$ cat src/rtl/dmem_arbiter.sv
// dmem_arbiter
//   Shares one single-port data memory between the core load/store path
//   (port A) and a DMA/debug master (port B). One access is granted per
//   cycle using round-robin priority with a bounded burst, so a busy owner
//   cannot starve the other port. The memory reads asynchronously and
//   writes at posedge clk; read data is registered back to the grantee.
//
// Ports
//   clk, reset                 clock, synchronous active-high reset
//   a_req/a_we/a_addr/a_wdata  port A request (held stable until a_gnt)
//   a_gnt                      port A access performed this cycle
//   a_rvalid/a_rdata           port A load data (one-cycle valid pulse)
//   b_*                        port B, same meaning as port A
//   mem_addr/mem_din           address / write data to memory
//   mem_read/mem_write         access strobes to memory
//   mem_dout                   asynchronous read data from memory
//
// Owner FSM
//   state | meaning
//   IDLE  | no access last cycle; ties broken by 'last'
//   OWN_A | port A got the previous grant; cnt = consecutive A grants
//   OWN_B | port B got the previous grant; cnt = consecutive B grants

module dmem_arbiter #(
    parameter int MAX_BURST = 4
) (
    input  logic        clk,
    input  logic        reset,

    input  logic        a_req,
    input  logic        a_we,
    input  logic [31:0] a_addr,
    input  logic [31:0] a_wdata,
    output logic        a_gnt,
    output logic        a_rvalid,
    output logic [31:0] a_rdata,

    input  logic        b_req,
    input  logic        b_we,
    input  logic [31:0] b_addr,
    input  logic [31:0] b_wdata,
    output logic        b_gnt,
    output logic        b_rvalid,
    output logic [31:0] b_rdata,

    output logic [31:0] mem_addr,
    output logic [31:0] mem_din,
    output logic        mem_read,
    output logic        mem_write,
    input  logic [31:0] mem_dout
);

    localparam int CNT_W = $clog2(MAX_BURST + 1);
    localparam logic [CNT_W-1:0] CNT_MAX = CNT_W'(MAX_BURST);
    localparam logic [CNT_W-1:0] CNT_ONE = CNT_W'(1);

    typedef enum logic [1:0] {
        IDLE  = 2'd0,
        OWN_A = 2'd1,
        OWN_B = 2'd2
    } owner_t;

    typedef enum logic [1:0] {
        SEL_NONE = 2'd0,
        SEL_A    = 2'd1,
        SEL_B    = 2'd2
    } sel_t;

    owner_t           owner;
    logic [CNT_W-1:0] cnt;
    logic             last_b;     // 1 when B was the most recent grantee
    sel_t             sel;
    logic [CNT_W-1:0] cnt_inc;

    // Grantee selection. Forced to none while reset is high so that no
    // memory access (in particular no write) happens in a reset cycle.
    always_comb begin
        sel = SEL_NONE;
        if (!reset) begin
            case (owner)
                OWN_A: begin
                    if (a_req && (!b_req || (cnt < CNT_MAX))) sel = SEL_A;
                    else if (b_req)                           sel = SEL_B;
                end
                OWN_B: begin
                    if (b_req && (!a_req || (cnt < CNT_MAX))) sel = SEL_B;
                    else if (a_req)                           sel = SEL_A;
                end
                default: begin
                    if (a_req && b_req) sel = last_b ? SEL_A : SEL_B;
                    else if (a_req)     sel = SEL_A;
                    else if (b_req)     sel = SEL_B;
                end
            endcase
        end
    end

    assign a_gnt = (sel == SEL_A);
    assign b_gnt = (sel == SEL_B);

    always_comb begin
        mem_addr  = 32'd0;
        mem_din   = 32'd0;
        mem_read  = 1'b0;
        mem_write = 1'b0;
        case (sel)
            SEL_A: begin
                mem_addr  = a_addr;
                mem_din   = a_wdata;
                mem_write = a_we;
                mem_read  = !a_we;
            end
            SEL_B: begin
                mem_addr  = b_addr;
                mem_din   = b_wdata;
                mem_write = b_we;
                mem_read  = !b_we;
            end
            default: ;
        endcase
    end

    // Saturating burst counter; saturation lets an uncontended owner keep
    // streaming while still yielding immediately once the other port asks.
    assign cnt_inc = (cnt >= CNT_MAX) ? CNT_MAX : (cnt + CNT_ONE);

    always_ff @(posedge clk) begin
        if (reset) begin
            owner    <= IDLE;
            cnt      <= '0;
            last_b   <= 1'b1;
            a_rvalid <= 1'b0;
            b_rvalid <= 1'b0;
            a_rdata  <= 32'd0;
            b_rdata  <= 32'd0;
        end else begin
            case (sel)
                SEL_A: begin
                    owner  <= OWN_A;
                    last_b <= 1'b0;
                    cnt    <= (owner == OWN_A) ? cnt_inc : CNT_ONE;
                end
                SEL_B: begin
                    owner  <= OWN_B;
                    last_b <= 1'b1;
                    cnt    <= (owner == OWN_B) ? cnt_inc : CNT_ONE;
                end
                default: begin
                    owner <= IDLE;
                    cnt   <= '0;
                end
            endcase

            a_rvalid <= (sel == SEL_A) && !a_we;
            b_rvalid <= (sel == SEL_B) && !b_we;
            if ((sel == SEL_A) && !a_we) a_rdata <= mem_dout;
            if ((sel == SEL_B) && !b_we) b_rdata <= mem_dout;
        end
    end

endmodule

$ cat config.mk
export PLATFORM = sky130hd
export DESIGN_NAME = dmem_arbiter
export DESIGN_NICKNAME = d
export VERILOG_FILES = /design/src/rtl/dmem_arbiter.sv
export SDC_FILE = /design/constraint.sdc
export NUM_CORES = 1
export LEC_CHECK = 0
export ABC_AREA = 1
export BUFFER_PORTS_ARGS = -buffer_cell sky130_fd_sc_hd__buf_2
export CAP_MARGIN = 10
export CORE_AREA = 5 5 112 114
export CTS_CLUSTER_DIAMETER = 60
export DETAILED_ROUTE_END_ITERATION = 10
export DIE_AREA = 0 0 117 119
export PLACE_DENSITY_LB_ADDON = 0.05
export SETUP_SLACK_MARGIN = 0.1
export SYNTH_ARGS = -nofsm -noshare
export SYNTH_HDL_FRONTEND = slang
export SYNTH_SLANG_ARGS = --single-unit
$ cat constraint.sdc
create_clock -name clk -period 3.79 [get_ports clk]
set_clock_uncertainty 0.2 [all_clocks]
set_input_delay 1.137 -clock clk [delete_from_list [all_inputs] [get_ports clk]]
set_output_delay 1.137 -clock clk [all_outputs]
set_load 0.01 [all_outputs]
==> results of run 1 <==
registers in the layout, summed over array words and instances (netlist names):
signal / count
b_rdata: 32
b_rvalid: 1
last_b: 1
cnt: 3
owner: 2
a_rvalid: 1
a_rdata: 32
critical path, cell delays in order:
cell and delay [ns]:
buf_8 0.10, clkinv_4 0.04, nand2_4 0.05, a21oi_4 0.17
nor2_2 0.07, nor2_4 0.13, buf_6 0.11, ha_4 0.20
buf_12 0.14, clkbuf_16 0.16, nand2_2 0.06, a21oi_4 0.14
buf_6 0.13
power groups by stage:
stage / Combinational [uW] / Clock (uW) / Sequential [uW]
3_3_place_gp: 721 / 0 / 845
3_5_place_dp: 728 / 0 / 846
6_report: 1010 / 921 / 831
2_1_floorplan: 408 / 0 / 868
4_1_cts: 902 / 942 / 831
5_1_grt: 1080 / 977 / 837
stage by stage:
stage / hold WS, ns / setup TNS [ns] / util (%) / total power, uW
5_1_grt: 0.321 / -13.32 / 64.1 / 2890
4_1_cts: 0.277 / -7.42 / 59.9 / 2680
6_report: 0.275 / -9.02 / 64.1 / 2770
3_3_place_gp: 0.254 / -9.70 / 51.6 / 1570
3_5_place_dp: 0.264 / -10.50 / 51.6 / 1570
2_1_floorplan: 0.235 / 0 / - / 1280
layer usage:
metal | up-vias | part of all wire [%] | global-route usage (%)
met2 | 208 | 51 | 41.8
li1 | 2455 | - | -
met3 | 44 | 9.1 | 7.56
met1 | 2318 | 36 | 25.2
met4 | 4 | 3.6 | 8.82
met5 | - | 0.15 | 0
layout make-up:
type / count / area, um^2 / area share [%]
sequential: 72 / 1440 / 19.9
clock inverter: 2 / 60.1 / 0.828
multi-input combinational: 438 / 2650 / 36.6
clock buffer: 14 / 274 / 3.78
tap: 143 / 179 / 2.47
inverter: 18 / 75.1 / 1.03
timing repair buffer: 352 / 2570 / 35.4
antenna: 2 / 5.00 / 0.0690
path summary, 6_finish.rpt:
path / to / cells after the start
min: last_b / 2
max: mem_din[28] / 13
min reg2reg: last_b / 2
max reg2reg: b_rdata[12] / 15
synthesized netlist by cell type (all sizes together):
library cell    n
ha              8
clkbuf          7
inv            18
nor2          142
dfxtp          72
buf            35
a21oi          69
o21ai          69
nand3           2
a21boi          1
nand2         147
cell families (layout without fill, tap and decap cells):
| family | Yosys count | after routing |
|---|---|---|
| fa+ha+maj | 8 | 8 |
| flops | 72 | 72 |
| compound gates | 139 | 139 |
| buf+inv | 60 | 386 |
| other cells | 0 | 2 |
| simple gates | 291 | 291 |
what timing repair did:
item / CTS / global route
cloned: 7 / 6
setup endpoints to repair: 66 / 67
buffers inserted: 9 / 9
resized for setup: 70 / 73
endpoints found under the hold margin: 0 / 0
hold buffers: 0 / 0
pin swaps: 9 / 38
==> metrics, run 1 <==
status complete, but fails checks; failing checks negative setup slack; dpl ws -0.187 ns; Syn Inst Count 570; Max Fanout on Critical Path 8; register bit total from synthesis 72; Hold Path Class flop to flop; Pleak 0.00352 uW; CTS tree yes; FMAX 250 MHz; Clock Sinks 72; commonest non-fill, non-tap cell in the layout buf_2; signal arrival time at the worst endpoint 2.66 ns; cell accounting for the most synthesized area dfxtp_1; beginning of the worst hold path last_b; clk buf depth 2; post-DR vias/cell 4.83; Final Hold Fails 0; Post-DP Area 5840 um^2; gr usage total 23.4%; Detail Route Antenna Nets 0; simple-gate share of the synthesized area 30.0%; Adder-Cell Fraction of Synth Area 2.71%; pin count of the biggest net entering global routing 65; endpoints failing setup 65; net switching fraction of the power 30.2%; Cell Area, Synth 3700 um^2; final instance area 7260 um^2; die area 13,900 um^2; RSZ-0062 raised after global routing yes; DR iter-0 viols 379; CTS clk-pin slew, worst paths 0.05 ns; initial antenna violation count 4; core area 11,300 um^2; sequential power share 30.1%; Root Driver clkbuf_16; DRC 0; first-pass GRT wire length 25,900 um; Congestion Overflow GR 0; Comb pwr share 36.6%; cts bufs inserted 9; site row count 39; startpoint types input pin; Data required, critical path 2.45 ns; Tmin final 4.00 ns; Slew headroom 63.0%; pwr/cell area 381 nW/um^2; Clock Power Share 33.3%; GP Congestion 0.925; fraction of the mapped netlist area in compound gates 19.0%; fin cells 1,041; RR Startpoint owner[0]; synth unique cells 17; MaxCap Viol Count 0; Setup crit end kind primary output; share of layout cells above drive strength 1 55.4%; syn nets 744; net switching power 836 uW; CP Launch Point a_req; top cells by area, synth dfxtp_1 39%, nand2_1 15%, nor2_1 14%, a21oi_1 9.2%, o21ai_0 8.1%; Slew Viols, Final 0; quantity of I/O buffers inserted on ports 299; layout net count 1,065; H-tree depth 3; Pre-antenna DRT Iters 4; vias post-DR 5,029; clock insertion delay at the later pin of the skew report 0.32 ns; commonest non-fill, non-tap cells in the layout 267 x buf_2, 137 x nor2_1, 103 x nand2_1; IO Pins 300; routed wire length 18,200 um; Avg Cell Area, Syn 6.49 um^2; dpl cells 994; Synth warnings 0; Starting Density 32.7%; XOR/XNOR Fraction of Synth Area 0%; Fillers 1,023; Pint 1930 uW; slew at the pin closest to its max-slew limit 0.555 ns; Setup CP Type input pin to primary output; post-synthesis sequential area ratio 39.0%; routed len/inst 17.5 um; detailed placer's ending HPWL 12,700 um; Area Growth Syn to Fin 96.1%; worst ir drop on vdd 0.309 mV; Synth top area share 39.0%; post-synthesis mux area share 0%; setup slack after layout -0.205 ns; chip height 119 um; largest family of logic cells by synthesized area simple AND/OR/NAND/NOR gates; crit share post-route 105%; vias in the first global route 4,913; Die X 117 um; flop2flop setup slack 1.35 ns
(Power assumes the default switching activity.)
==> inputs of run 2 (changes only) <==
- BUFFER_PORTS_ARGS: -buffer_cell sky130_fd_sc_hd__buf_2 -> not set
- DONT_BUFFER_PORTS: not set -> 1
==> run 2 against run 1 <==
Against the previous run:
- the run now ends clean
- critical path depth is 4 lower
- power decreased by 13%
- via count down 25%
- critical endpoint is now mem_addr[21]
- sequential share of layout area up 7.0 points
==> metrics, run 2 (synthesis results as in run 1) <==
status finished, final reports clean; slew at the pin closest to its max-slew limit 0.565 ns; startpoint types input pin; first-pass GRT wire length 20,500 um; CTS Hold Buffers Added 0; setup slack after layout 0.107 ns; overall power 2400 uW; Slew headroom 62.3%; Pre-antenna DRT Iters 4; cts bufs inserted 9; initial antenna violation count 0; vias post-DR 3,755; signal arrival time at the worst endpoint 2.35 ns; pwr/cell area 446 nW/um^2; Final Hold Fails 0; Hold Path Class flop to flop; Tmin final 3.68 ns; RSZ-0062 raised after global routing yes; pin count of the biggest net entering global routing 65; Pleak 0.00187 uW; Slew Viols, Final 0; MaxCap Viol Count 0; detailed placer's ending HPWL 10,700 um; Data required, critical path 2.45 ns; Clock Sinks 72; DR iter-0 viols 179; site row count 39; Die X 117 um; FMAX 272 MHz; sequential power share 36.2%; endpoints failing setup 0; commonest non-fill, non-tap cell in the layout nor2_1; die area 13,900 um^2; Root Driver clkbuf_16; crit share post-route 97.2%; Fillers 1,107; net switching power 762 uW; DRC 0; # diodes 0; commonest non-fill, non-tap cells in the layout 137 x nor2_1, 134 x nand2_1, 71 x dfxtp_1; Congestion Overflow GR 0; vias in the first global route 3,577; final instance area 5370 um^2; worst ir drop on vdd 0.273 mV; hold slack 0.260 ns; Max Fanout on Critical Path 7; Layout Utilization 47.4%; Comb pwr share 30.1%; share of layout cells above drive strength 1 26.1%; Largest regs a_rdata x32, b_rdata x32, cnt x3; Clock Power Share 33.7%; Starting Density 32.7%; register area 1440 um^2; dpl ws -0.0273 ns; chip height 119 um; IO Pins 300; Post-DP Area 4320 um^2; Area Growth Syn to Fin 45.0%; quantity of I/O buffers inserted on ports 0; routed len/inst 20.5 um; clk buf depth 2; GP Congestion 0.801; layout net count 751; Setup crit end kind primary output; CTS tree yes; gr usage total 18.8%; post-DR vias/cell 5.21; H-tree depth 3; CTS clk-pin slew, worst paths 0.05 ns; clock insertion delay at the later pin of the skew report 0.32 ns; net switching fraction of the power 31.8%; Setup CP Type input pin to primary output; Pint 1630 uW; core area 11,300 um^2; routed wire length 14,800 um; Detail Route Antenna Nets 0; area occupied by multi-input gates 2820 um^2
==> run 2: changes by cell type in the layout (fill, tap and decap cells not counted), moves of 7 or more <==
cell,delta
buf_12,-7
nand2_4,-12
a21oi_2,-37
a21oi_4,+37
buf_2,-267
nand2_1,+31
nand2_2,-21
buf_6,-29
==> run 2: area by class of cell <==
cell class,count,share of cell area (%)
Timing Repair Buffer,38,10.6
Sequential cell,72,26.9
Inverter,18,1.35
Clock inverter,1,0.560
Clock buffer,11,4.71
Multi-Input combinational cell,438,52.6
Tap cell,143,3.33
==> run 2: critical path, cell delays in order <==
cell	delay (ns)
nand2_1	0.09
nand2_1	0.13
nand2_2	0.10
nand2_2	0.06
buf_6	0.12
ha_4	0.23
buf_12	0.15
buf_12	0.15
a21oi_4	0.18
==> run 2: timing repair <==
action                     in CTS  in global routing
gates cloned                    2                  5
pin swaps                       3                 14
hold endpoints to repair        0                  0
resized for setup              55                 41
setup endpoints to repair      66                 66
setup buffers                   7                  0
==> run 2: worst paths after layout <==
check / slack [ns] / to / start / depth (start not counted)
worst max-delay path: 0.11 / mem_addr[21] / b_req / 9
worst min-delay path: 0.26 / last_b / last_b / 2
worst min register to register: 0.26 / last_b / last_b / 2
worst max register to register: 1.45 / b_rdata[28] / owner[0] / 14
==> run 2: power groups by stage <==
stage / Combinational [uW] / Clock [uW] / Sequential (uW)
after CTS: 638 / 830 / 868
after floorplan: 408 / 0 / 868
final: 720 / 808 / 867
after global routing: 772 / 869 / 873
after global placement: 497 / 0 / 885
after detailed placement: 503 / 0 / 883
==> run 2: through the flow <==
stage	TNS, ns	cells
4_1_cts	0	716
3_3_place_gp	0	695
3_5_place_dp	-0.0737	695
5_1_grt	0	721
6_report	0	721
2_1_floorplan	0	570
==> run 2: per-layer routing <==
metal  track usage, %  part of all wire (%)  vias up
li1                 -                     -     1823
met1             19.6                    34     1726
met2             33.1                    52      181
met3             8.32                    12       25
met4             6.81                   2.9        0
met5                0                     0        -
==> inputs of run 3 (changes only) <==
- clock period: 3.79 -> 3.5 ns (I/O delays scaled with it)
==> run 3 against run 2 <==
Against the previous run:
- the flow now finishes with violations (negative setup slack)
- via count up 5.6%
- die area stayed put
- wire length rose by 15%
- hold slack gained 0.011 ns
- flip-flop and latch count stayed put
- count of clock-buffer cells in the layout is 1 higher
- cell count grew 3.5%
==> metrics, run 3 (synthesis results as in run 1) <==
status complete, but fails checks; failing checks negative setup slack; CTS Hold Buffers Added 0; cell depth of the worst min-delay path 2; gr usage total 19.6%; die area 13,900 um^2; DRC 0; Die X 117 um; Layout Utilization 54.4%; endpoints failing setup 65; Setup crit end kind primary output; DR iter-0 viols 217; Pleak 0.00227 uW; CTS clk-pin slew, worst paths 0.05 ns; cts bufs inserted 9; hold slack 0.272 ns; dpl cells 694; startpoint types input pin; Hold Crit Endpoint last_b; Final Hold Fails 0; setup slack after layout -0.105 ns; GP Congestion 0.754; MaxCap Viol Count 0; Clock Sinks 72; detailed placer's ending HPWL 10,100 um; Max Fanout on Critical Path 8; clk buf depth 2; RSZ-0062 raised after global routing yes; commonest non-fill, non-tap cells in the layout 137 x nor2_1, 71 x dfxtp_1, 70 x nand2_2; routed len/inst 22.8 um; site row count 39; Tmin final 3.60 ns; vias in the first global route 3,752; first-pass GRT wire length 21,200 um; crit share post-route 103%; slew at the pin closest to its max-slew limit 0.564 ns; Congestion Overflow GR 0; layout net count 772; Pre-antenna DRT Iters 4; RR Startpoint owner[0]; H-tree depth 3; share of layout cells above drive strength 1 43.0%; Detail Route Antenna Nets 0; Setup CP Type input pin to primary output; r2r endpoint cnt[2]; Area Growth Syn to Fin 66.5%; # diodes 0; pin count of the biggest net entering global routing 65; Root Driver clkbuf_16; Largest regs a_rdata x32, b_rdata x32, cnt x3; beginning of the worst hold path last_b; post-DR vias/cell 5.32; signal arrival time at the worst endpoint 2.35 ns; core area 11,300 um^2; Data required, critical path 2.25 ns; routed wire length 17,000 um; quantity of I/O buffers inserted on ports 0; Slew headroom 62.4%; Worst Reg-to-Reg Cells 14; Starting Density 32.7%; initial antenna violation count 0; pwr/cell area 456 nW/um^2; chip height 119 um; fin cells 746; commonest non-fill, non-tap cell in the layout nor2_1; Hold Path Class flop to flop; clock insertion delay at the later pin of the skew report 0.32 ns; IO Pins 300; Slew Viols, Final 0; vias post-DR 3,965; flop2flop setup slack 1.06 ns; CTS tree yes; worst ir drop on vdd 0.302 mV; FMAX 277 MHz
-- run 3: changes by cell type in the layout (fill, tap and decap cells not counted), moves of 3 or more --
cell	previous run	this run
buf_8	2	5
nand2_1	134	52
buf_16	2	8
clkbuf_16	14	20
nand2_4	5	23
nand2_2	6	70
-- run 3: through the flow --
step	setup TNS, ns	total power, uW	area (um^2)	worst slack [ns]
global placement	-3.11	1490	4310	-0.0746
global route	-5.75	2950	6160	-0.164
detailed placement	-3.76	1500	4310	-0.0957
finish	-2.07	2810	6160	-0.105
floorplan	-0.226	1390	4230	-0.0113
CTS	-0.177	2660	5470	-0.0218
-- run 3: worst max-delay path, stage by stage --
cell,delay (ns)
clkinv_16,0.03
nand2_8,0.05
a21oi_4,0.17
nor2_4,0.06
nor2_4,0.15
ha_4,0.19
buf_12,0.16
clkbuf_16,0.17
nand2_2,0.07
a21oi_4,0.24
-- run 3: worst max path at each step --
stage	end	slack, ns	cells past startpoint	from
after CTS	mem_din[6]	-0.02	10	a_req
after global routing	mem_addr[15]	-0.16	10	a_req
after floorplan	mem_din[11]	-0.01	10	a_req
after detailed placement	mem_din[8]	-0.1	9	a_req
after global placement	mem_din[18]	-0.07	10	b_req
final	mem_addr[15]	-0.10	10	a_req
-- run 3: where the power goes --
group / internal (uW) / switching (uW) / leakage, uW
Sequential: 876 / 62.7 / 0.000587
Clock: 537 / 340 / 0.000149
Combinational: 452 / 542 / 0.00154
Total: 1870 / 945 / 0.00227
-- run 3: cell type report --
class	instances	area, um^2
Clock buffer	12	267
Clock inverter	4	27.5
Fill cell	987	5160
Inverter	18	96.3
Multi-Input combinational cell	438	3120
Sequential cell	72	1440
Tap cell	143	179
Timing Repair Buffer	59	1030
-- run 3: timing repair --
action	CTS	global route
pin swaps	34	38
gates cloned	9	13
setup buffers	13	1
setup endpoints to repair	67	67
gates resized for setup	101	104
-- run 3: layer usage --
layer	global-route usage [%]	vias to the layer above	routed length, um	part of all wire, %
met1	20.1	1832	5580	33
met2	36.0	212	8860	52
li1	-	1888	-	-
met5	0	-	0	0
met4	5.73	0	499	2.9
met3	7.71	33	2030	12
